File: config.mk
export PLATFORM = sky130hd
export DESIGN_NAME = dcache_flush_ctrl
export DESIGN_NICKNAME = d
export VERILOG_FILES = /design/src/rtl/wt_cache_pkg.sv /design/src/rtl/flush_cnt_sat.sv /design/src/rtl/dcache_flush_ctrl.sv
export SDC_FILE = /design/constraint.sdc
export NUM_CORES = 1
export LEC_CHECK = 0
export ABC_AREA = 1
export ABC_CLOCK_PERIOD_IN_PS = 4870
export CAP_MARGIN = 20
export CORE_ASPECT_RATIO = 1.5
export CORE_MARGIN = 1.5
export CORE_UTILIZATION = 42
export DETAILED_ROUTE_END_ITERATION = 8
export MAX_ROUTING_LAYER = met4
export PLACE_DENSITY = 0.93
export SETUP_SLACK_MARGIN = 0.05
export SLEW_MARGIN = 40
export SYNTH_ARGS = -nofsm -noshare
export SYNTH_HDL_FRONTEND = slang
export SYNTH_SLANG_ARGS = --single-unit
File: constraint.sdc
create_clock -name clk_i -period 4.87 [get_ports clk_i]
set_clock_uncertainty 0.2 [all_clocks]
set_input_delay 0.974 -clock clk_i [delete_from_list [all_inputs] [get_ports clk_i]]
set_output_delay 0.974 -clock clk_i [all_outputs]
set_load 0.01 [all_outputs]
File: src/rtl/wt_cache_pkg.sv
// Shared write-through dcache definitions: core cache geometry and the flush FSM state type.
package wt_cache_pkg;

  localparam int unsigned DCacheByteSize  = 32768;
  localparam int unsigned DCacheSetAssoc  = 8;
  localparam int unsigned DCacheLineWidth = 128;

  function automatic int unsigned dcache_num_sets(input int unsigned byte_size,
                                                  input int unsigned assoc,
                                                  input int unsigned line_width);
    return byte_size / (assoc * (line_width / 8));
  endfunction

  localparam int unsigned DCacheNumSets =
      dcache_num_sets(DCacheByteSize, DCacheSetAssoc, DCacheLineWidth);

  typedef enum logic [1:0] {
    IDLE  = 2'd0,
    DRAIN = 2'd1,
    WALK  = 2'd2,
    DONE  = 2'd3
  } flush_state_e;

endpackage

File: src/rtl/flush_cnt_sat.sv
// Saturating cycle counter used to measure flush duration.
module flush_cnt_sat #(
  parameter int unsigned Width = 32
) (
  input  logic             clk_i,
  input  logic             rst_ni,
  input  logic             clr_i,
  input  logic             en_i,
  output logic [Width-1:0] cnt_o
);

  logic [Width-1:0] cnt_d, cnt_q;

  // Clear wins over count; the value sticks at all-ones instead of wrapping.
  always_comb begin
    cnt_d = cnt_q;
    if (clr_i) begin
      cnt_d = '0;
    end else if (en_i && (cnt_q != '1)) begin
      cnt_d = cnt_q + Width'(1);
    end
  end

  always_ff @(posedge clk_i or negedge rst_ni) begin
    if (!rst_ni) begin
      cnt_q <= '0;
    end else begin
      cnt_q <= cnt_d;
    end
  end

  assign cnt_o = cnt_q;

endmodule

File: src/rtl/dcache_flush_ctrl.sv
// Dcache flush controller: waits for the write buffer to drain, then invalidates all ways of every set.
// Define DCACHE_FLUSH_CYCLE_CNT_EN to report the duration of the last flush on flush_cycles_o.
module dcache_flush_ctrl
  import wt_cache_pkg::*;
#(
  parameter int unsigned NumSets = DCacheNumSets,
  parameter int unsigned NumWays = DCacheSetAssoc,
  parameter int unsigned SetIdxW = $clog2(NumSets)
) (
  input  logic               clk_i,
  input  logic               rst_ni,
  input  logic               flush_req_i,
  input  logic               wbuf_empty_i,
  input  logic               tag_gnt_i,
  output logic               busy_o,
  output logic               flush_ack_o,
  output logic               tag_req_o,
  output logic               tag_we_o,
  output logic [SetIdxW-1:0] tag_set_o,
  output logic [NumWays-1:0] tag_way_mask_o,
  output logic [31:0]        flush_cycles_o
);

  localparam logic [SetIdxW-1:0] LastSet = SetIdxW'(NumSets - 1);

  flush_state_e       state_q;
  logic [SetIdxW-1:0] set_q;
  logic               busy_q;
  logic               ack_q;
  logic               tag_req_q;
  logic               tag_we_q;
  logic [NumWays-1:0] way_mask_q;

  // The set counter doubles as tag_set_o, so it is zeroed whenever the walk ends.
  always_ff @(posedge clk_i or negedge rst_ni) begin
    if (!rst_ni) begin
      state_q    <= IDLE;
      set_q      <= '0;
      busy_q     <= 1'b0;
      ack_q      <= 1'b0;
      tag_req_q  <= 1'b0;
      tag_we_q   <= 1'b0;
      way_mask_q <= '0;
    end else begin
      ack_q <= 1'b0;
      case (state_q)
        IDLE: begin
          if (flush_req_i) begin
            state_q <= DRAIN;
            set_q   <= '0;
            busy_q  <= 1'b1;
          end
        end
        DRAIN: begin
          if (wbuf_empty_i) begin
            state_q    <= WALK;
            tag_req_q  <= 1'b1;
            tag_we_q   <= 1'b1;
            way_mask_q <= '1;
          end
        end
        WALK: begin
          if (tag_gnt_i) begin
            if (set_q == LastSet) begin
              state_q    <= DONE;
              set_q      <= '0;
              tag_req_q  <= 1'b0;
              tag_we_q   <= 1'b0;
              way_mask_q <= '0;
              ack_q      <= 1'b1;
            end else begin
              set_q <= set_q + SetIdxW'(1);
            end
          end
        end
        DONE: begin
          state_q <= IDLE;
          busy_q  <= 1'b0;
        end
        default: begin
          state_q <= IDLE;
          busy_q  <= 1'b0;
        end
      endcase
    end
  end

  assign busy_o         = busy_q;
  assign flush_ack_o    = ack_q;
  assign tag_req_o      = tag_req_q;
  assign tag_we_o       = tag_we_q;
  assign tag_set_o      = set_q;
  assign tag_way_mask_o = way_mask_q;

`ifdef DCACHE_FLUSH_CYCLE_CNT_EN
  // busy_q covers exactly the DRAIN, WALK and DONE cycles of a flush.
  logic flush_start;
  assign flush_start = (state_q == IDLE) && flush_req_i;

  flush_cnt_sat #(
    .Width(32)
  ) u_flush_cnt_sat (
    .clk_i (clk_i),
    .rst_ni(rst_ni),
    .clr_i (flush_start),
    .en_i  (busy_q),
    .cnt_o (flush_cycles_o)
  );
`else
  assign flush_cycles_o = 32'd0;
`endif

endmodule

==> results by group, run 1 <==
Clocking
  • Post-CTS repair timing setup buffer count: 0
  • Largest buffer count on any clock path: 2
  • CTS buffer count: 3
  • Clock sink count: 13
  • Max H-tree Level: 1
  • Insertion delay of the later-clocked pin in the worst-skew pair: roughly 0.29 ns
  • Root Buffer: sky130_fd_sc_hd__clkbuf_4
  • Clock-pin slew on the worst setup and hold paths: 0.08 ns
  • Total of hold buffers inserted after clock tree synthesis: 0
  • Clock tree from TritonCTS: done
  • Cells resized by post-CTS repair: 0

Worst setup path
  • Data arrival time of the worst path: 1.41 ns
  • CP cell instances: clkdlybuf4s50_1
  • Largest delay contributor family on the critical path: buffers and inverters
  • Max Fanout on Critical Path: 11
  • Slowest-stage cell, CP: sky130_fd_sc_hd__clkdlybuf4s50_1
  • Worst setup path category: flop to primary output
  • Kind of start point of the critical path: flop
  • Critical Path RT: 3.70 ns
  • Worst reg-to-reg setup slack: 3.15 ns
  • Crit end category: primary output
  • Largest stage delay, worst path: roughly 0.6 ns
  • Buffers and inverters on the worst path: 1

Synthesis
  • Sequential area share after synthesis: 30.2%
  • Mean Syn Cell Area: 7.60 um^2
  • Synth Area in Compound Gates: 4.18%
  • Async set or reset register ratio after synthesis: 100%
  • Number of synthesized flops with an enable pin: 0
  • Area of the mapped netlist: 1080 um^2
  • Number of instances in the synthesized netlist: approximately 140
  • Adder-cell share of the synthesized area: 5.80%
  • Count of cell types in the netlist: 18
  • Main combinational cell family by area after synthesis: buffers and inverters
  • Yosys synthesis warning count: 0
  • Simple-gate area share of the yosys netlist: 24.4%
  • Area share of xor/xnor cells in the synthesized design: 0%
  • Post-synthesis mux area share: 0%
  • Most used flip-flop cell after synthesis: sky130_fd_sc_hd__dfrtp_1
  • Post-synthesis sequential element count: 13

Power
  • Seq pwr share: between 30% and 40%
  • Ratio of total power to cell area: 382 nW/um^2
  • P_leak: 0.620 nW
  • Switch share: 44.2%
  • Internal power consumption: 0.000252 W
  • Relative contribution of the clock network to total power: 15.4%
  • Switching power summed over all nets: ~0.0002 W
  • VDD IR-drop max: 336 uV
  • Combinational Power Share: 52.3%

Timing
  • RSZ-0062 raised after global routing: false
  • Ratio of final minimum period to clock period: 53.0%
  • Highest clock rate: 388 MHz
  • Post-layout min period: around 2.6 ns
  • Max-slew violations: 0
  • Sum of negative setup slack: 0 ns
  • Slew at the pin with the worst max-slew slack: ~0.57 ns
  • Slew Limit Headroom: 62.0%
  • Hold Violations, Final: 0
  • Final count of negative-setup-slack endpoints: 0
  • Hold Slack: 0.320 ns

Global route
  • Congestion Overflow GR: 0
  • Wire length of the first global-routing pass: 2570 um
  • Total track usage: 12.8%
  • Antenna violations before repair: 0
  • Number of global-route vias before repair: about 640
  • Pin count of the biggest net entering global routing: 14

Layout
  • Layout net count: 171
  • Post-Route Utilization: 48.3%
  • Commonest non-fill, non-tap cell in the layout: sky130_fd_sc_hd__conb_1
  • Most frequent cells in the layout: sky130_fd_sc_hd__conb_1 (32), sky130_fd_sc_hd__clkdlybuf4s50_1 (24), sky130_fd_sc_hd__nand2_1 (23)
  • Area Overhead vs Synth: 9.75%
  • Share of final-layout standard cells stronger than drive strength 1: about 6.9%
  • Number of fill cells: between 200 and 300
  • Post-route cell area: ~1200 um^2
  • Number of diodes added for antenna fixing: 0

Run status
  • Status: finished clean

Job
  • # Max-Cap Violations: 0

Detailed routing
  • First-pass detailed-route iteration total: 6
  • Vias: between 700 and 800
  • Drt via density: 4.26
  • Detail-routed net length per standard cell: roughly 9 um
  • DRT Wirelength: ~1600 um
  • Remaining design rule violation count: 0
  • Post-route ant nets: 0
  • Violation count after the first detailed-route iteration: 38

Floorplanning
  • Vertical die dimension: 65.1 um
  • Die boundary width: 44.4 um
  • Core Area: 2450 um^2
  • Row Count: 22
  • Effective utilization at floorplan: 44.0%
  • Number of ports placed on the die boundary: 57
  • Die area: 2890 um^2

Placed design
  • Placer congestion estimate: 0.866
  • I/O Buffers: 24
  • Placed Instance Area: 1160 um^2
  • HPWL after detailed placement: 1330 um

Min path
  • Class of the most critical hold timing path: flop to flop
## per-layer routing
metal	routed length [um]	vias to the layer above	global-route usage, %
li1	-	398	-
met1	666	346	14.0
met2	793	34	18.8
met3	98	5	3.34
met4	57	0	11.0
met5	0	-	-
## per-stage QoR
stage | power (W) | std cells | setup slack (ns)
after floorplan | 0.000346 | 173 | 2.99
after global placement | 0.000382 | 180 | 2.43
after detailed placement | 0.000388 | 180 | 2.41
after CTS | 0.000459 | 184 | 2.27
after global routing | 0.000495 | 184 | 2.21
final | 0.000453 | 184 | 2.29
## cells in the mapped netlist (3+ instances only)
| cell type | number | area (um^2) |
|---|---|---|
| sky130_fd_sc_hd__buf_4 | 41 | 308 |
| sky130_fd_sc_hd__nand2_1 | 23 | 86.3 |
| sky130_fd_sc_hd__inv_1 | 19 | 71.3 |
| sky130_fd_sc_hd__dfrtp_1 | 13 | 325 |
| sky130_fd_sc_hd__nor2_1 | 11 | 41.3 |
| sky130_fd_sc_hd__nand3_1 | 6 | 30.0 |
| sky130_fd_sc_hd__ha_1 | 5 | 62.6 |
| sky130_fd_sc_hd__nor3_1 | 4 | 20.0 |
| sky130_fd_sc_hd__o21ai_1 | 4 | 20.0 |
| sky130_fd_sc_hd__a21oi_1 | 3 | 15.0 |
| sky130_fd_sc_hd__nor2_2 | 3 | 18.8 |
## area by class of cell
cell class / count / area, um^2 / area share [%]
Sequential cell: 13 / 325 / 27.5
Inverter: 19 / 71.3 / 6.03
Multi-Input combinational cell: 100 / 490 / 41.4
Tap cell: 24 / 30.0 / 2.54
Clock buffer: 4 / 26.3 / 2.22
Timing Repair Buffer: 24 / 240 / 20.3
## power by group through the flow
stage | logic (W) | registers, W | clock network, W
floorplan | 0.000196 | 0.000150 | 0
global placement | 0.000234 | 0.000148 | 0
detailed placement | 0.000240 | 0.000148 | 0
CTS | 0.000241 | 0.000146 | 0.0000716
global route | 0.000268 | 0.000149 | 0.0000784
finish | 0.000237 | 0.000146 | 0.0000696
## cells by family (layout without fill, tap and decap cells)
group	after synthesis	in the layout
buf+inv	60	47
simple gates	54	54
flops	13	13
compound gates	9	9
fa+ha+maj	5	5
other cells	1	32
## state kept, by name, indices dropped and copies added (netlist names)
name / flops
tag_set_o: 8
state_q: 2
busy_o: 1
flush_ack_o: 1
tag_way_mask_o: 1
## worst paths after layout
check	start	cells past startpoint	to
setup / recovery	tag_way_mask_o[6]$_DFFE_PN0P_	1	tag_we_o
setup reg to reg	state_q[0]$_DFFE_PN0P_	7	tag_set_o[7]$_DFFE_PN0P_
min in group asynchronous	rst_ni	1	tag_set_o[1]$_DFFE_PN0P_
max in group asynchronous	rst_ni	1	tag_set_o[2]$_DFFE_PN0P_
hold reg to reg	busy_o$_DFFE_PN0P_	2	busy_o$_DFFE_PN0P_
hold / removal	busy_o$_DFFE_PN0P_	2	busy_o$_DFFE_PN0P_
Power figures use the tool's default switching activity.
==> inputs of run 2 (changes only) <==
--- a/config.mk
+++ b/config.mk
@@ -6,14 +6,14 @@
 export NUM_CORES = 1
 export LEC_CHECK = 0
 export ABC_AREA = 1
-export ABC_CLOCK_PERIOD_IN_PS = 4870
+export ABC_CLOCK_PERIOD_IN_PS = 2400
 export CAP_MARGIN = 20
 export CORE_ASPECT_RATIO = 1.5
 export CORE_MARGIN = 1.5
-export CORE_UTILIZATION = 42
+export CORE_UTILIZATION = 39
 export DETAILED_ROUTE_END_ITERATION = 8
 export MAX_ROUTING_LAYER = met4
-export PLACE_DENSITY = 0.93
+export PLACE_DENSITY = 0.88
 export SETUP_SLACK_MARGIN = 0.05
 export SLEW_MARGIN = 40
 export SYNTH_ARGS = -nofsm -noshare
==> constraint.sdc (replaced) <==
create_clock -name clk_i -period 2.4 [get_ports clk_i]
set_clock_uncertainty 0.2 [all_clocks]
set_input_delay 0.48 -clock clk_i [delete_from_list [all_inputs] [get_ports clk_i]]
set_output_delay 0.48 -clock clk_i [all_outputs]
set_load 0.01 [all_outputs]
==> run 2 against run 1 <==
  * Wire length is 4.6% higher
  * Via count is 1.9% higher
  * Largest power group unchanged
  * Sequential share of layout area decreased by 0.79 points
  * Critical path depth unchanged
  * Combinational power increased by 110%
  * Critical endpoint is now tag_way_mask_o[5]
  * First-iteration DRC count shrank 37%
  * Register-to-register slack lost 2.5 ns
  * Final cell count increased by 7.1%
==> results by group, run 2 (synthesis gave the netlist of run 1 again) <==
Layout
  • Layout net count: 171
  • Area Overhead vs Synth: 13.0%
  • Number of diodes added for antenna fixing: 0
  • Post-route cell area: 1220 um^2
  • Number of fill cells: 291
  • Area occupied by multi-input gates: ~500 um^2
  • Max FFs per register: 8
  • Non-filler instance count after layout: 197
  • Most frequent cells in the layout: sky130_fd_sc_hd__conb_1 (32), sky130_fd_sc_hd__clkdlybuf4s50_1 (24), sky130_fd_sc_hd__nand2_1 (23)
  • Register cell area after layout: 325 um^2
  • Commonest non-fill, non-tap cell in the layout: sky130_fd_sc_hd__conb_1
  • Share of final-layout standard cells stronger than drive strength 1: about 6.9%

Floorplanning
  • Core Area: approximately 2600 um^2
  • Die area: 3100 um^2
  • Number of ports placed on the die boundary: 57
  • Vertical die dimension: approximately 67 um
  • Die boundary width: 45.9 um
  • Effective utilization at floorplan: 40.7%
  • Row Count: 23

Timing
  • Max-slew violations: 0
  • RSZ-0062 raised after global routing: false
  • Post-layout min period: 2.03 ns
  • Highest clock rate: 494 MHz
  • Final count of negative-setup-slack endpoints: 0
  • Hold Slack: 0.327 ns
  • Ratio of final minimum period to clock period: 84.4%
  • Hold Violations, Final: 0
  • Sum of negative setup slack: 0 ns
  • Slew at the pin with the worst max-slew slack: 0.609 ns
  • Slew Limit Headroom: between 50% and 60%

Global route
  • Pin count of the biggest net entering global routing: 14
  • Wire length of the first global-routing pass: between 2000 and 3000 um
  • Antenna violations before repair: 0
  • Total track usage: 11.9%
  • Number of global-route vias before repair: 634
  • Congestion Overflow GR: 0

Placed design
  • Placer congestion estimate: approximately 0.83
  • Cells after DPL: 193
  • HPWL after detailed placement: 1390 um
  • I/O Buffers: 24
  • Placed Instance Area: between 1000 and 1500 um^2

Power
  • Total chip power: 0.000985 W
  • P_leak: roughly 0.63 nW
  • Ratio of total power to cell area: 808 nW/um^2
  • VDD IR-drop max: 607 uV

Clocking
  • Total of hold buffers inserted after clock tree synthesis: 0
  • Post-CTS repair timing setup buffer count: 0
  • Clock sink count: 13
  • Clock tree from TritonCTS: done
  • Cells resized by post-CTS repair: 0
  • Insertion delay of the later-clocked pin in the worst-skew pair: 0.24 ns
  • Clock-pin slew on the worst setup and hold paths: around 0.060 ns
  • CTS buffer count: 3
  • Max H-tree Level: 1
  • Root Buffer: sky130_fd_sc_hd__clkbuf_8
  • Largest buffer count on any clock path: 2

Worst setup path
  • Largest stage delay, worst path: around 0.6 ns
  • Slowest-stage cell, CP: sky130_fd_sc_hd__clkdlybuf4s50_1
  • Worst reg-to-reg setup slack: roughly 0.65 ns
  • Buffers and inverters on the worst path: 1
  • Critical Path RT: 1.72 ns
  • Worst setup path category: flop to primary output
  • Data arrival time of the worst path: 1.35 ns
  • CP cell instances: clkdlybuf4s50_1
  • Max Fanout on Critical Path: 11
  • Largest delay contributor family on the critical path: buffers and inverters
  • Crit end category: primary output
  • Kind of start point of the critical path: flop

Job
  • # Max-Cap Violations: 0

Detailed routing
  • Post-route ant nets: 0
  • Drt via density: 4.05
  • DRT Wirelength: around 1700 um
  • Vias: 798
  • Remaining design rule violation count: 0
  • First-pass detailed-route iteration total: 4
  • Violation count after the first detailed-route iteration: 24
  • Detail-routed net length per standard cell: 8.58 um

Min path
  • Class of the most critical hold timing path: flop to flop

Run status
  • Status: finished clean
[run 2: cell counts in the layout (fill, tap and decap cells not counted)]
No cell type changed its count.
[run 2: area by class of cell]
| type | instances | area share, % |
|---|---|---|
| Sequential cell | 13 | 26.7 |
| Timing Repair Buffer | 24 | 19.7 |
| Multi-Input combinational cell | 100 | 40.2 |
| Clock buffer | 4 | 3.70 |
| Inverter | 19 | 5.85 |
| Tap cell | 37 | 3.80 |
[run 2: power by group]
group / switching (W) / leakage [nW] / total, W / internal [W]
Sequential: 0.0000406 / 0.169 / 0.000301 / 0.000261
Combinational: 0.000303 / 0.436 / 0.000490 / 0.000187
Clock: 0.0000772 / 0.0228 / 0.000194 / 0.000117
Total: 0.000421 / 0.628 / 0.000985 / 0.000564
[run 2: worst paths after layout]
kind,from,end,cells after the start
hold / removal,busy_o$_DFFE_PN0P_,busy_o$_DFFE_PN0P_,2
hold reg to reg,busy_o$_DFFE_PN0P_,busy_o$_DFFE_PN0P_,2
setup / recovery,tag_way_mask_o[6]$_DFFE_PN0P_,tag_way_mask_o[5],1
min in group asynchronous,rst_ni,state_q[1]$_DFFE_PN0P_,1
setup reg to reg,state_q[0]$_DFFE_PN0P_,tag_set_o[7]$_DFFE_PN0P_,8
max in group asynchronous,rst_ni,busy_o$_DFFE_PN0P_,1
[run 2: per-layer routing]
layer / global-route usage [%] / vias to the layer above / share of wire (%)
li1: - / 399 / -
met1: 13.5 / 364 / 40
met2: 21.5 / 33 / 53
met3: 1.60 / 2 / 6.4
met4: 2.14 / 0 / 0.36
met5: - / - / 0
[run 2: metrics by stage]
stage	worst slack [ns]	util [%]
global placement	0.454	44.3
global route	0.303	46.0
CTS	0.358	46.0
finish	0.374	46.0
floorplan	0.836	-
detailed placement	0.405	44.3
